[src/rtl/ser_pkg.sv]
// Shared definitions for the framed serial receiver.
//   state_t   : receiver FSM states
//   START_LVL : line level that marks a start bit
//   STOP_LVL  : line level that a good stop bit must have
package ser_pkg;

    typedef enum logic [1:0] {
        IDLE   = 2'd0,
        DATA   = 2'd1,
        PARITY = 2'd2,
        STOP   = 2'd3
    } state_t;

    localparam logic START_LVL = 1'b1;
    localparam logic STOP_LVL  = 1'b0;

endpackage

[src/rtl/rx_sipo.sv]
// MSB-first serial-in/parallel-out shift register with bit counter.
//   clk  : system clock
//   rst  : synchronous active-high reset (clears word and counter)
//   clr  : synchronous clear at the start of a frame
//   en   : shift din in and advance the counter
//   din  : serial data bit
//   word : assembled parallel word, first received bit in the MSB
//   done : the shift taking place while en=1 delivers the n-th bit
module rx_sipo #(
    parameter int unsigned n = 4
) (
    input  logic         clk,
    input  logic         rst,
    input  logic         clr,
    input  logic         en,
    input  logic         din,
    output logic [n-1:0] word,
    output logic         done
);

    localparam int unsigned cnt_w = $clog2(n) + 1;

    logic [cnt_w-1:0] cnt_q;

    always_ff @(posedge clk) begin
        if (rst || clr) begin
            word  <= '0;
            cnt_q <= '0;
        end else if (en) begin
            word  <= {word[n-2:0], din};
            cnt_q <= cnt_q + cnt_w'(1);
        end
    end

    // Counter holds the number of bits already taken, so n-1 means the
    // current shift is the last data bit of the frame.
    assign done = (cnt_q == cnt_w'(n - 1));

endmodule

[src/rtl/ser_rx_deser.sv]
// Framed serial receiver: start bit (1), n data bits MSB first, optional
// even-parity bit, stop bit (0). The received word is offered on a
// valid/ready handshake; framing, parity and overrun errors are reported
// as one-cycle pulses.
// Optional feature: define SER_RX_PARITY_EN to add the parity bit and check.
//   clk        : system clock
//   rst        : synchronous active-high reset
//   bit_en     : bit-sample strobe; the line is sampled only when high
//   in         : serial line, idles low
//   ready      : consumer accepts q while valid is high
//   q          : received word
//   valid      : q holds an unconsumed word
//   busy       : a frame is in progress
//   frame_err  : pulse, stop bit was not 0
//   parity_err : pulse, parity mismatch (tied low without parity)
//   overrun    : pulse, good frame dropped because q was still unconsumed
module ser_rx_deser
    import ser_pkg::*;
#(
    parameter int unsigned n = 4
) (
    input  logic         clk,
    input  logic         rst,
    input  logic         bit_en,
    input  logic         in,
    input  logic         ready,
    output logic [n-1:0] q,
    output logic         valid,
    output logic         busy,
    output logic         frame_err,
    output logic         parity_err,
    output logic         overrun
);

    state_t       state_q;
    logic [n-1:0] word;
    logic         done;
    logic         sipo_clr;
    logic         sipo_en;

    assign sipo_clr = (state_q == IDLE) && bit_en && (in == START_LVL);
    assign sipo_en  = (state_q == DATA) && bit_en;
    assign busy     = (state_q != IDLE);

    rx_sipo #(
        .n(n)
    ) u_sipo (
        .clk  (clk),
        .rst  (rst),
        .clr  (sipo_clr),
        .en   (sipo_en),
        .din  (in),
        .word (word),
        .done (done)
    );

`ifdef SER_RX_PARITY_EN
    logic par_q;
    logic par_bad;

    // Even parity: data bits plus parity bit must XOR to zero.
    assign par_bad = ^{word, par_q};
`else
    assign parity_err = 1'b0;
`endif

    always_ff @(posedge clk) begin
        if (rst) begin
            state_q    <= IDLE;
            q          <= '0;
            valid      <= 1'b0;
            frame_err  <= 1'b0;
            overrun    <= 1'b0;
`ifdef SER_RX_PARITY_EN
            par_q      <= 1'b0;
            parity_err <= 1'b0;
`endif
        end else begin
            frame_err <= 1'b0;
            overrun   <= 1'b0;
`ifdef SER_RX_PARITY_EN
            parity_err <= 1'b0;
`endif
            // Handshake runs regardless of bit_en; a load below overrides it.
            if (valid && ready) begin
                valid <= 1'b0;
            end

            if (bit_en) begin
                case (state_q)
                    IDLE: begin
                        if (in == START_LVL) begin
                            state_q <= DATA;
                        end
                    end
                    DATA: begin
                        if (done) begin
`ifdef SER_RX_PARITY_EN
                            state_q <= PARITY;
`else
                            state_q <= STOP;
`endif
                        end
                    end
`ifdef SER_RX_PARITY_EN
                    PARITY: begin
                        par_q   <= in;
                        state_q <= STOP;
                    end
`endif
                    STOP: begin
                        state_q <= IDLE;
                        // Parity failure outranks the stop-bit check.
`ifdef SER_RX_PARITY_EN
                        if (par_bad) begin
                            parity_err <= 1'b1;
                        end else
`endif
                        if (in != STOP_LVL) begin
                            frame_err <= 1'b1;
                        end else if (!valid || ready) begin
                            q     <= word;
                            valid <= 1'b1;
                        end else begin
                            overrun <= 1'b1;
                        end
                    end
                    default: begin
                        state_q <= IDLE;
                    end
                endcase
            end
        end
    end

endmodule

[config.mk]
export PLATFORM = sky130hd
export DESIGN_NAME = ser_rx_deser
export DESIGN_NICKNAME = d
export VERILOG_FILES = /design/src/rtl/ser_pkg.sv /design/src/rtl/rx_sipo.sv /design/src/rtl/ser_rx_deser.sv
export SDC_FILE = /design/constraint.sdc
export NUM_CORES = 1
export LEC_CHECK = 0
export ABC_AREA = 1
export CAP_MARGIN = 30
export CELL_PAD_IN_SITES_DETAIL_PLACEMENT = 1
export CELL_PAD_IN_SITES_GLOBAL_PLACEMENT = 2
export CORE_MARGIN = 2
export CORE_UTILIZATION = 26
export DETAILED_ROUTE_END_ITERATION = 7
export PLACE_DENSITY = 0.82
export REMOVE_ABC_BUFFERS = 1
export SYNTH_ARGS = -nofsm -noshare
export SYNTH_HDL_FRONTEND = slang
export SYNTH_SLANG_ARGS = --single-unit
[constraint.sdc]
create_clock -name clk -period 1.6 [get_ports clk]
set_input_delay 0.16 -clock clk [delete_from_list [all_inputs] [get_ports clk]]
set_output_delay 0.16 -clock clk [all_outputs]
set_load 0.05 [all_outputs]
==> results.json <==
{
  "final-hold-violation-count": 0,
  "diodes": 0,
  "number_of_clock_sinks": 16,
  "timing.critical_path.arrival_ns": 1.09,
  "path_cells": "inv_1 > nand2_1 > buf_12",
  "grt_setup_unrepaired": "no",
  "min_delay_path_depth": 2,
  "drive_above_1_share_pct": 14.3,
  "antenna_found_initial": 0,
  "post_synth_inst_count": 88,
  "setup_tns_ns": 0,
  "tightest_slew_ns": 0.506,
  "vias": 594,
  "irDropWorstVdd_mv": 0.356,
  "ys_seq_area_share_pct": 48.9,
  "timing_worst_setup_path_type": "reg -> out",
  "final.fill_count": 319,
  "yosys.area.top_type_share_pct": 48.9,
  "p_per_area_mw_per_mm2": 872,
  "fp.dieW_um": 54.2,
  "final_period_minus_worst_setup_slack_ns": 1.25,
  "routed-wl-met3_um": 77,
  "met2_length_um": 660,
  "ys_ff_latch": 16,
  "status": "finished, final reports clean",
  "clk_root_buffer_cell": "clkbuf_4",
  "whs_endpoint": "u_sipo.cnt_q[2]$_SDFFE_PP0P_",
  "startpoint_type_of_the_worst_setup_path": "flop",
  "insertion_delay_ns": 0.29,
  "grt_start_max_net_pins": 11,
  "clock_tree.buffer_depth": 2,
  "wl_cell_um": 10.7,
  "gp_routability_congestion": 0.721,
  "number_of_ports_placed_on_the_die_boundary": 14,
  "ys_top_cells_by_count": "nand2_1 (26), dfxtp_1 (16), inv_1 (14)",
  "routed.top_layer": "met4",
  "wl_met1_um": 668,
  "die_h_um": 54.2,
  "coreArea_mm2": 0.00243,
  "synth.most_common_cell": "nand2_1",
  "drt-total-wl_um": 1450,
  "hold_path_startpoint": "u_sipo.cnt_q[2]$_SDFFE_PP0P_",
  "cp_num_buf_inv": 2,
  "cts_buffers": 3,
  "regToRegEndpoint": "u_sipo.cnt_q[2]$_SDFFE_PP0P_",
  "detail_route.drc_violations": 0,
  "synth_edf_count": 0,
  "port-buffer-count": 12,
  "clk_pin_slew_worst_paths_ns": 0.09,
  "global_route.overflow_total": 0,
  "dpl.hpwl_um": 1080,
  "grt_total_usage_pct": 11.4,
  "yosysWarningCount": 0,
  "drtPass1Iterations": 3,
  "clock_tree_from_tritoncts": "built",
  "max_clock_freq_ghz": 0.799,
  "drt_iter0_drc": 3,
  "hold_buffers": 0,
  "synthArstFlopShare_pct": 0,
  "relSlewSlack_pct": 66.2,
  "min_period_over_period_pct": 78.2,
  "areaGrowthSynthToFinish_pct": 30.4,
  "ys_types": 15,
  "post_synth_instance_area_um2": 654,
  "ys_dominant_reg_cell": "dfxtp_1",
  "design.die.area_mm2": 0.00293,
  "r2r_setup_slack_ns": 0.42,
  "maximum_capacitance_violations": 0,
  "cp_max_fo": 5,
  "cts_htree_levels": 1,
  "final_max_slew_viol_count": 0,
  "synth.top_cells.by_area": "dfxtp_1 (49%), nand2_1 (15%), inv_1 (8.0%)",
  "path_delay_family": "flip-flops",
  "power.static_leakage_nw": 0.416,
  "timing.reg2reg.worst_path_depth": 4,
  "grt_pass1_wl_um": 2360,
  "skew_ns": 0.00773,
  "final_nets": 113,
  "drt-vias-per-instance": 4.40,
  "worstSetupEndpointType": "output port",
  "worst-endpoint-required_ns": 1.44,
  "finalSetupViolCount": 0,
  "crit_path_top_delay_cell": "dfxtp_1",
  "drtAntennaViolNets": 0,
  "yosys.area.top_type": "dfxtp_1",
  "initial_core_util_pct": 26.9,
  "hold_path_class": "reg -> reg",
  "cpPeakStageDelay_ns": 0.41,
  "grt_pass1_vias": 611,
  "postSynthAreaPerCell_um2": 7.44,
  "crit-reg2reg-launch": "u_sipo.cnt_q[0]$_SDFFE_PP0P_",
  "fin_hold_ws_ns": 0.472,
  "placement_rows": 18
}
[metal layers]
metal / GRT usage [%] / up-vias
met5: 0 / -
met4: 7.50 / 0
met3: 2.50 / 5
met2: 19.5 / 15
met1: 12.5 / 269
li1: - / 305
[how the worst max path moves through the flow]
| stage | from | endpoint | depth (start not counted) |
|---|---|---|---|
| after global routing | state_q[1]$_SDFFE_PP0P_ | busy | 3 |
| after detailed placement | bit_en | u_sipo.word[1]$_SDFFE_PP0P_ | 5 |
| after CTS | overrun$_SDFF_PP0_ | overrun | 1 |
| after global placement | bit_en | u_sipo.word[1]$_SDFFE_PP0P_ | 5 |
| after floorplan | state_q[0]$_SDFFE_PP0P_ | u_sipo.cnt_q[0]$_SDFFE_PP0P_ | 4 |
| final | state_q[0]$_SDFFE_PP0P_ | busy | 3 |
[registers in the layout (all words and copies together) (netlist names)]
signal / flops
u_sipo.word: 4
overrun: 1
state_q: 2
q: 4
valid: 1
u_sipo.cnt_q: 3
frame_err: 1
[report_power, final]
part	internal, mW	switching, mW
sequential	0.402	0.00380
clock	0.139	0.136
combinational	0.0251	0.0381
[cells in the final DEF, fill, tap and decap left out, types with 3 or more instances in the layout]
cell / instances
buf_4: 8
a21oi_1: 8
clkbuf_4: 3
inv_1: 14
nand2_1: 26
dfxtp_1: 16
nor2_1: 10
clkdlybuf4s50_1: 4
[layout make-up]
class                      instances  area [µm²]  share of cell area [%]
clock buffer                       4        36.3                    4.25
inverter                          14        52.6                    6.16
multi-input combinational         57         274                    32.1
sequential                        16         320                    37.5
tap                               30        37.5                    4.40
timing repair buffer              14         133                    15.5
[tightest hold or removal path: cells and delay by family, from the launching register on]
family          cells  cell delay (ns)
simple gates        1             0.06
compound gates      1             0.05
flops               1             0.32
[stage by stage]
stage | instances | total power, mW | setup slack (ns) | util (%) | cell area, µm²
final | 135 | 0.744 | 0.349 | 35.1 | 853
after global routing | 135 | 0.770 | 0.268 | 35.1 | 853
after CTS | 135 | 0.750 | 0.0178 | 35.0 | 851
after global placement | 131 | 0.477 | 0.157 | 33.5 | 815
after detailed placement | 131 | 0.478 | 0.113 | 33.5 | 815
after floorplan | 87 | 0.444 | 0.268 | - | 647
[kinds of logic (layout without fill, tap and decap cells)]
family	Yosys count	in the layout	synth area share, %
other cells	1	1	0.573
fa+ha+maj	2	2	3.82
flops	16	16	48.9
buf+inv	15	32	9.18
simple gates	42	42	27.5
compound gates	12	12	9.94
[repair_timing]
item                                    4_1_cts  5_1_grt
endpoints found under the setup margin        0        1
gates resized for setup                       0        1
setup buffers                                 0        0
Note: power is estimated with default switching activity, not from simulation.
